## config.mk

```make
export PLATFORM = sky130hd
export DESIGN_NAME = lab3_mem_refill_arbiter
export DESIGN_NICKNAME = d
export VERILOG_FILES = /design/src/rtl/lab3_mem_refill_arbiter.sv
export SDC_FILE = /design/constraint.sdc
export NUM_CORES = 1
export LEC_CHECK = 0
export CAP_MARGIN = 40
export CORE_AREA = 2 2 376 378
export CTS_BUF_LIST = sky130_fd_sc_hd__clkbuf_2
export DETAILED_ROUTE_END_ITERATION = 12
export DIE_AREA = 0 0 378 380
export HOLD_SLACK_MARGIN = 0.06
export PLACE_DENSITY = 0.36
export SETUP_SLACK_MARGIN = 0.02
export SYNTH_ARGS = -nofsm -noshare
export SYNTH_HDL_FRONTEND = slang
export SYNTH_SLANG_ARGS = --single-unit
```

## constraint.sdc

```tcl
create_clock -name clk -period 1.3 [get_ports clk]
set_input_delay 0.13 -clock clk [delete_from_list [all_inputs] [get_ports clk]]
set_output_delay 0.13 -clock clk [all_outputs]
set_load 0.005 [all_outputs]
```

## src/rtl/lab3_mem_refill_arbiter.sv

```systemverilog
// ----------------------------------------------------------------------------
// lab3_mem_refill_arbiter
//
// Shares one 16B memory port between two blocking caches (typically I$ on
// port 0, D$ on port 1). One requester is granted, its request is forwarded
// to memory, and the arbiter then locks onto that requester until the
// matching memory response has been handed back to it. Priority on
// contention is round-robin: after a transaction completes, the other port
// is favoured.
//
// Message layouts (flat vectors, fields MSB first):
//   mem_req_16B_t  [174:0] = {type[2:0], opaque[7:0], addr[31:0], len[3:0], data[127:0]}
//   mem_resp_16B_t [144:0] = {type[2:0], opaque[7:0], test[1:0], len[3:0], data[127:0]}
// Messages pass through unmodified, so the arbiter never decodes them.
//
// Ports:
//   clk                          clock, rising edge
//   reset                        asynchronous, active-low (0 = in reset)
//   reqN_msg/val/rdy    (N=0,1)  requester N request channel (in/in/out)
//   respN_msg/val/rdy   (N=0,1)  response channel to requester N (out/out/in)
//   memreq_msg/val/rdy           request channel to memory (out/out/in)
//   memresp_msg/val/rdy          response channel from memory (in/in/out)
// ----------------------------------------------------------------------------
module lab3_mem_refill_arbiter (
  input  logic         clk,
  input  logic         reset,

  input  logic [174:0] req0_msg,
  input  logic         req0_val,
  output logic         req0_rdy,
  output logic [144:0] resp0_msg,
  output logic         resp0_val,
  input  logic         resp0_rdy,

  input  logic [174:0] req1_msg,
  input  logic         req1_val,
  output logic         req1_rdy,
  output logic [144:0] resp1_msg,
  output logic         resp1_val,
  input  logic         resp1_rdy,

  output logic [174:0] memreq_msg,
  output logic         memreq_val,
  input  logic         memreq_rdy,

  input  logic [144:0] memresp_msg,
  input  logic         memresp_val,
  output logic         memresp_rdy
);

  typedef enum logic {
    ST_IDLE = 1'b0,
    ST_WAIT = 1'b1
  } state_t;

  state_t      r_state;
  state_t      w_state_nxt;
  logic        r_owner;
  logic        r_prio;
  // Completed-transaction counter, kept for line tracing / debug only.
  logic [15:0] r_txn_cnt;

  logic        w_grant_any;
  logic        w_grant_sel;
  logic        w_req_fire;
  logic        w_resp_fire;

  // Combinational grant. prio only matters when both ports contend; with a
  // single requester the grant simply follows whichever val is high.
  always_comb begin
    w_grant_any = req0_val | req1_val;
    w_grant_sel = (req0_val & req1_val) ? r_prio : req1_val;
  end

  always_comb begin
    w_state_nxt = r_state;
    memreq_msg  = w_grant_sel ? req1_msg : req0_msg;
    memreq_val  = 1'b0;
    req0_rdy    = 1'b0;
    req1_rdy    = 1'b0;
    resp0_msg   = memresp_msg;
    resp1_msg   = memresp_msg;
    resp0_val   = 1'b0;
    resp1_val   = 1'b0;
    memresp_rdy = 1'b0;

    // Handshake outputs are gated by reset so that nothing can fire while
    // the block is held in reset, whatever the inputs are doing.
    if (reset) begin
      case (r_state)
        ST_IDLE: begin
          memreq_val = w_grant_any;
          req0_rdy   = w_grant_any & ~w_grant_sel & memreq_rdy;
          req1_rdy   = w_grant_any &  w_grant_sel & memreq_rdy;
          if (w_grant_any && memreq_rdy) begin
            w_state_nxt = ST_WAIT;
          end
        end
        ST_WAIT: begin
          // memresp_rdy depends only on the owner's resp_rdy, never on
          // either req_val, so the two directions stay decoupled.
          resp0_val   = memresp_val & ~r_owner;
          resp1_val   = memresp_val &  r_owner;
          memresp_rdy = r_owner ? resp1_rdy : resp0_rdy;
          if (memresp_val && memresp_rdy) begin
            w_state_nxt = ST_IDLE;
          end
        end
        default: w_state_nxt = ST_IDLE;
      endcase
    end

    w_req_fire  = memreq_val & memreq_rdy;
    w_resp_fire = memresp_val & memresp_rdy;
  end

  always_ff @(posedge clk or negedge reset) begin
    if (!reset) begin
      r_state   <= ST_IDLE;
      r_owner   <= 1'b0;
      r_prio    <= 1'b0;
      r_txn_cnt <= 16'd0;
    end else begin
      r_state <= w_state_nxt;
      if (w_req_fire) begin
        r_owner <= w_grant_sel;
      end
      // Favour the other port next time so back-to-back contention alternates.
      if (w_resp_fire) begin
        r_prio    <= ~r_owner;
        r_txn_cnt <= r_txn_cnt + 16'd1;
      end
    end
  end

endmodule

```

# Word-level counts from Yosys, hierarchy flattened
# Cells that the tools add are included.
# Widths: inputs -> output; s select.
# totals
register_bits,3
latch_bits,0
mem_bits_rw,0
rom_bits,0
in_bits,503
output_inout_bits,471
elab_cells,36
memories,0
# classes
n_addsub,0
multipliers,0
n_div,0
n_lt_le_gt_ge,0
n_eq_ne,0
shift,0
n_mux,18
bitwise,13
reduce_logical,2
# ops
operator,n
$mux 175,1
$mux 1,16
$and 1x1->1,9
$not 1->1,3
$logic_and 1x1->1,2
$pmux 1 s2,1
$or 1x1->1,1

# Depth between registers and ports, before layout
# Gate-level depths: netlist of run 1.
# logic_depth
word_depth,7
ltp_mapped,5
depth_no_buf,3

# Least setup slack after synthesis of run 1
# No wires, ideal clock.
# synth_path
path_kind,register -> output
start,reg r_prio
end,out memreq_msg[146]
arrival_time_ns,1.258
path_slack_ns,-0.088
stages_incl_launch_ff,5
n_path_buf,2
path_cell_list,dfrtp_1 > o21ai_4 > buf_4 > buf_6 > mux2_2
# synth_between
elab_chain_cells,2
# synth_rtl
item,line,text
from (decl),59,logic r_prio;
from (signal assigned),130,r_prio <= ~r_owner;
$mux 1,72,w_grant_sel = (req0_val & req1_val) ? r_prio : req1_val;
$mux 175,77,memreq_msg = w_grant_sel ? req1_msg : req0_msg;
to (decl),42,"output logic [174:0] memreq_msg,"
# Every way passes these cells.

# Final worst setup path of run 1
# layout_path
start,reg r_prio
end,out memreq_msg[30]
# Same word-level chain as after synthesis.

==> impl_metrics.csv, run 1 <==
group,metric,value,unit
pwr,seqPwrFrac,0.040,
timing,holdWs,260,ps
timing,final-hold-violation-count,0,
clock_tree,clock-sinks,3,
synthesis,synth_seq_area_share,0.0167,
final_layout,layout_common_cells,"447 x clkdlybuf4s50_1, 136 x mux2_2, 43 x dlymetal6s2s_1",
floorplanning,dieArea,144000,µm²
drt,vias,5118,
timing,min_period,2290,ps
timing,finalSetupTns,-139640,ps
min_path,hold_end,"resp0_msg[63]",
setup_path,worstPathArrival,2160,ps
min_path,holdPathStages,0,
setup_path,r2r_start,"r_state",
synthesis,ys_ff_latch,3,
placed_design,place_hpwl,62800,µm
min_path,hold_start,"memresp_msg[63]",
clock_tree,numCtsBuffers,3,
timing,slew_viol_final,0,
timing,rsz0062_at_grt,"yes",
global_route,grt_max_degree,28,
global_route,grt-ovfl-total,0,
clock_tree,ctsLongestPathBuffers,2,
drt,drc,0,
synthesis,synthCells,511,
pwr,p_sw,1840,µW
final_layout,drive_above_1_share,0.307,
floorplanning,die_x,378,µm
floorplanning,start_util,0.0324,
run,drv_cap,0,
pwr,irDropWorstVdd,0.191,mV
clock_tree,root_buffer,"clkbuf_2",
pwr,pwr-share-clk,0.024,
final_layout,num-fill-cells,16400,
global_route,antenna_found_initial,74,
timing,post-route-period-util,1.76,
setup_path,r2r_end,"r_prio",
run_status,status,"finished, violations left",
placed_design,gp_congestion,0.751,
timing,tightest_slew,258,ps
clock_tree,path_clk_slew,50,ps
setup_path,reg2reg_slack,160,ps
global_route,grt_use_total,0.0873,
floorplanning,core.rowCount,137,
clock_tree,htreeDepth,1,
synthesis,synth_nets,1014,
drt,final_antenna_net_count,0,
setup_path,endpoint_kind,"output port",
synthesis,ys_types,19,
timing,final-setup-viol-count,181,
synthesis,ys_warn_count,0,
clock_tree,cts_tree,"built",
clock_tree,clk_latency,200,ps
floorplanning,boundaryPins,974,
setup_path,setup.worst_path.class,"reg2out",
timing,fin_skew,3.67,ps
final_layout,nets,1287,
run_status,violations,"negative setup slack",
synthesis,syn_avg_cell_area,8.82,µm²
drt,wire_per_inst,25.0,µm
floorplanning,dieHeight,380,µm
drt,first_pass_iters,4,
setup_path,worst_setup_path_start_kind,"register",
setup_path,rr_worst_depth,4,
drt,wl,66700,µm
timing,fmaxAchievable,437,MHz
pwr,power,5510,µW
pwr,sw_frac_of_total,0.335,
final_layout,layout.cells.most_common,"clkdlybuf4s50_1",
final_layout,syn2layout_area_growth,136,%
pwr,internal_power,3670,µW
floorplanning,fp.coreArea,139000,µm²
pwr,combPwrFrac,0.936,
pwr,power_density,519,nW/µm²
placed_design,io_buffers,538,
timing,setup_ws,-990,ps
pwr,p_leak,0.00379,µW
setup_path,critPathRequiredTime,1170,ps
drt,via_per_inst,1.92,
clock_tree,ctsHoldBuffers,0,
setup_path,path_max_fanout,6,
timing,slew_headroom,0.828,
drt,drtIter0Drc,118,
synthesis,syn_area,4510,µm²
global_route,grt_pass1_vias,5420,
min_path,hold_class,"in2out",
global_route,grt_pass1_wl,77500,µm
placed_design,dp_slack,-1090,ps
-- cell usage after synthesis --
cell type | number | area share
o21ai_4 | 1 | 0.0036
mux2_1 | 10 | 0.025
a21oi_1 | 2 | 0.0022
dfrtp_1 | 3 | 0.017
o21ai_0 | 2 | 0.0022
buf_2 | 4 | 0.0044
inv_1 | 3 | 0.0025
mux2i_1 | 1 | 0.0022
nor3b_1 | 1 | 0.0017
nor2_1 | 6 | 0.0050
mux2_2 | 165 | 0.41
buf_4 | 301 | 0.50
nand2_1 | 3 | 0.0025
buf_6 | 4 | 0.010
o22a_1 | 1 | 0.0019
nand3_1 | 1 | 0.0011
nand4b_1 | 1 | 0.0019
a41oi_1 | 1 | 0.0019
nand3b_1 | 1 | 0.0017
-- power groups by stage --
stage | Clock (µW) | Combinational [µW] | Sequential, µW
finish | 132 | 5160 | 221
global route | 154 | 5510 | 229
CTS | 141 | 5300 | 219
detailed placement | 0 | 5150 | 218
global placement | 0 | 5190 | 219
floorplan | 0 | 2400 | 186
-- worst max path at each step --
stage	startpoint	end	slack (ps)	cells after the start
after floorplan	r_prio	memreq_msg[100]	-70	4
after global placement	req0_val	memreq_msg[96]	-1070	7
after detailed placement	req0_val	memreq_msg[96]	-1090	7
after CTS	r_prio	memreq_msg[53]	-1080	5
after global routing	r_prio	memreq_msg[53]	-1110	5
final	r_prio	memreq_msg[30]	-990	7
-- cells by family (layout without fill, tap and decap cells) --
group           count (synthesis)  in the layout  share of synthesized area
buf+inv                       312            584                      0.518
flops                           3              3                     0.0167
simple gates                   13             13                     0.0139
compound gates                  7              7                     0.0119
other cells                     0              4                          0
mux                           176            176                      0.439
-- metrics by stage --
stage / std cells / area [µm²] / util
after floorplan: 511 / 4550 / -
after global placement: 2648 / 10300 / 0.0742
after detailed placement: 2648 / 10300 / 0.0742
after CTS: 2656 / 10500 / 0.0752
after global routing: 2660 / 10600 / 0.0763
final: 2663 / 10600 / 0.0763
-- critical path: stages (launching register included) --
cell	delay, ps
dfrtp_2	460
o21ai_4	180
buf_4	150
buf_12	140
buf_8	140
buf_6	120
mux2_2	330
clkdlybuf4s50_1	440
-- area by class of cell --
type,count,area (µm²),share of cell area
well taps,1876,2350,0.221
multi-input cells,196,2210,0.208
inverters,3,11.3,0.00106
repair buffers,577,5950,0.560
diodes,4,10.0,0.000942
flip-flops and latches,3,76.3,0.00718
clock buffers,4,20.0,0.00188
-- repair_timing --
| action | in CTS | in global routing |
|---|---|---|
| buffers inserted | 3 | 2 |
| gates cloned | 1 | 1 |
| gates resized for setup | 100 | 74 |
| setup endpoints to repair | 181 | 181 |
-- per-layer routing --
metal | global-route usage | share of wire
met1 | 0.0879 | 0.34
met2 | 0.140 | 0.44
met3 | 0.0794 | 0.21
met4 | 0.00207 | 0.012
met5 | 0.00708 | 0.0025
-- state kept, by name (all words and copies together) (netlist names) --
register,cells
r_prio,1
r_owner,1
r_state,1
Note: power is estimated with default switching activity, not from simulation.
==> inputs of run 2 (changes only) <==
clock period = 1.95 ns   (was 1.3 ns; I/O delays follow)
==> run 2 against run 1 <==
Compared with the run above:
- the run still ends with negative setup slack left
- via count grew 2.3%
- total power shrank 21%
- flip-flop and latch count unchanged
- critical endpoint is now memreq_msg[134]
- largest cell class unchanged
- highest routed layer unchanged
==> impl_metrics.csv, run 2 (synthesized netlist as in run 1, its figures left out) <==
group,metric,value,unit
timing,final-hold-violation-count,0,
pwr,irDropWorstVdd,0.198,mV
setup_path,path_cells,"o21ai_4 > buf_12 > buf_4 > mux2_2 > clkdlybuf4s50_1",
final_layout,final_area,11400,µm²
timing,rsz0062_at_grt,"yes",
floorplanning,start_util,0.0324,
floorplanning,dieHeight,380,µm
clock_tree,ctsLongestPathBuffers,2,
run_status,violations,"negative setup slack",
floorplanning,fp.coreArea,139000,µm²
drt,drtIter0Drc,148,
timing,post-route-period-util,1.15,
timing,fmaxAchievable,445,MHz
global_route,antenna_found_initial,50,
final_layout,drive_above_1_share,0.450,
setup_path,reg2reg_slack,760,ps
clock_tree,root_buffer,"clkbuf_2",
run,drv_cap,0,
timing,setup_ws,-295,ps
final_layout,layout_common_cells,"424 x clkdlybuf4s50_1, 118 x buf_6, 87 x mux2_4",
setup_path,endpoint_kind,"output port",
setup_path,setup.worst_path.class,"reg2out",
timing,slew_headroom,0.770,
floorplanning,dieArea,144000,µm²
final_layout,num-fill-cells,16400,
timing,fin_skew,4.12,ps
final_layout,nets,1351,
floorplanning,core.rowCount,137,
drt,vias,5235,
global_route,grt_max_degree,17,
clock_tree,path_clk_slew,50,ps
setup_path,path_max_fanout,13,
setup_path,critPathRequiredTime,1750,ps
drt,via_per_inst,1.92,
placed_design,io_buffers,538,
clock_tree,cts_tree,"built",
clock_tree,htreeDepth,1,
setup_path,rr_worst_depth,5,
drt,first_pass_iters,4,
global_route,grt_pass1_wl,70800,µm
final_layout,syn2layout_area_growth,153,%
clock_tree,clk_latency,200,ps
setup_path,critPathSlowestCell,"clkdlybuf4s50_1",
final_layout,layout.cells.most_common,"clkdlybuf4s50_1",
global_route,grt_pass1_vias,5349,
timing,slew_viol_final,0,
pwr,power_density,382,nW/µm²
global_route,grt_use_total,0.0791,
setup_path,worstPathArrival,2050,ps
global_route,grt-ovfl-total,0,
run_status,status,"finished, violations left",
drt,wire_per_inst,22.6,µm
placed_design,gp_congestion,0.696,
setup_path,r2r_end,"r_owner",
timing,tightest_slew,344,ps
pwr,p_leak,0.00424,µW
pwr,power,4350,µW
timing,final-setup-viol-count,125,
clock_tree,ctsHoldBuffers,0,
setup_path,critPathTopFamily,"buffers and inverters",
timing,holdWs,45.5,ps
setup_path,r2r_start,"r_state",
setup_path,slowest_delay,460,ps
floorplanning,die_x,378,µm
clock_tree,numCtsBuffers,3,
setup_path,worstSetupStartpoint,"r_prio",
placed_design,place_area,10200,µm²
timing,finalSetupTns,-22720,ps
placed_design,place_hpwl,56500,µm
drt,drc,0,
timing,min_period,2250,ps
floorplanning,boundaryPins,974,
min_path,hold_class,"in2async",
setup_path,critPathBufInv,3,
setup_path,worst_setup_path_start_kind,"register",
drt,final_antenna_net_count,0,
final_layout,top_regs,"r_owner x1, r_prio x1, r_state x1",
drt,wl,61700,µm
clock_tree,clock-sinks,3,
-- run 2: cell types whose count changed in the layout (fill, tap and decap cells not counted), sizes merged --
cell	before	now
dlygate4sd2	16	5
clkdlybuf4s50	447	424
clkbuf	12	32
buf	58	171
diode	4	1
clkdlybuf4s15	5	4
dlymetal6s2s	43	9
-- run 2: per-stage QoR --
stage	util	setup slack [ps]	cells
3_3_place_gp	0.0733	-595	2646
2_1_floorplan	-	497	511
6_report	0.0820	-295	2724
3_5_place_dp	0.0733	-573	2646
4_1_cts	0.0771	-365	2691
5_1_grt	0.0819	-424	2723
-- run 2: repair_timing --
| item | in CTS | in global routing |
|---|---|---|
| setup endpoints to repair | 180 | 180 |
| buffers inserted | 38 | 43 |
| gates resized for setup | 343 | 243 |
| pin swaps | 0 | 1 |
| gates cloned | 3 | 1 |
-- run 2: routing by layer --
metal  wire length [µm]  global-route usage
met1              19700              0.0730
met2              26400               0.124
met3              14900              0.0875
met4                553             0.00207
met5                 40             0.00236
-- run 2: worst reg2reg max path: stages (launching register included) --
cell	delay [ps]
dfrtp_2	440
nand4b_1	230
buf_4	170
buf_4	120
nand2_1	50
o21ai_0	70
-- run 2: how the worst max path moves through the flow --
stage                      end  slack (ps)  cells past startpoint
2_1_floorplan  memreq_msg[146]         500                      4
3_3_place_gp   memreq_msg[159]        -600                      7
3_5_place_dp   memreq_msg[159]        -570                      7
4_1_cts        memreq_msg[121]        -360                      5
5_1_grt        memreq_msg[144]        -420                      5
6_report       memreq_msg[134]        -300                      5
-- run 2: final cells by class --
cell class	count	area [µm²]	share of cell area
repair buffers	641	6520	0.571
flip-flops and latches	3	76.3	0.00669
multi-input cells	196	2430	0.213
clock buffers	4	20.0	0.00175
inverters	3	11.3	0.000987
diodes	1	2.50	0.000219
well taps	1876	2350	0.206
-- run 2: report_power, final --
| group | internal (µW) | switching, µW | leakage [µW] | total (µW) |
|---|---|---|---|---|
| combinational | 2850 | 1280 | 0.00418 | 4130 |
| sequential | 91.9 | 44.7 | 0.0000355 | 137 |
| clock | 54.2 | 33.0 | 0.0000166 | 87.2 |
| total | 2990 | 1360 | 0.00424 | 4350 |
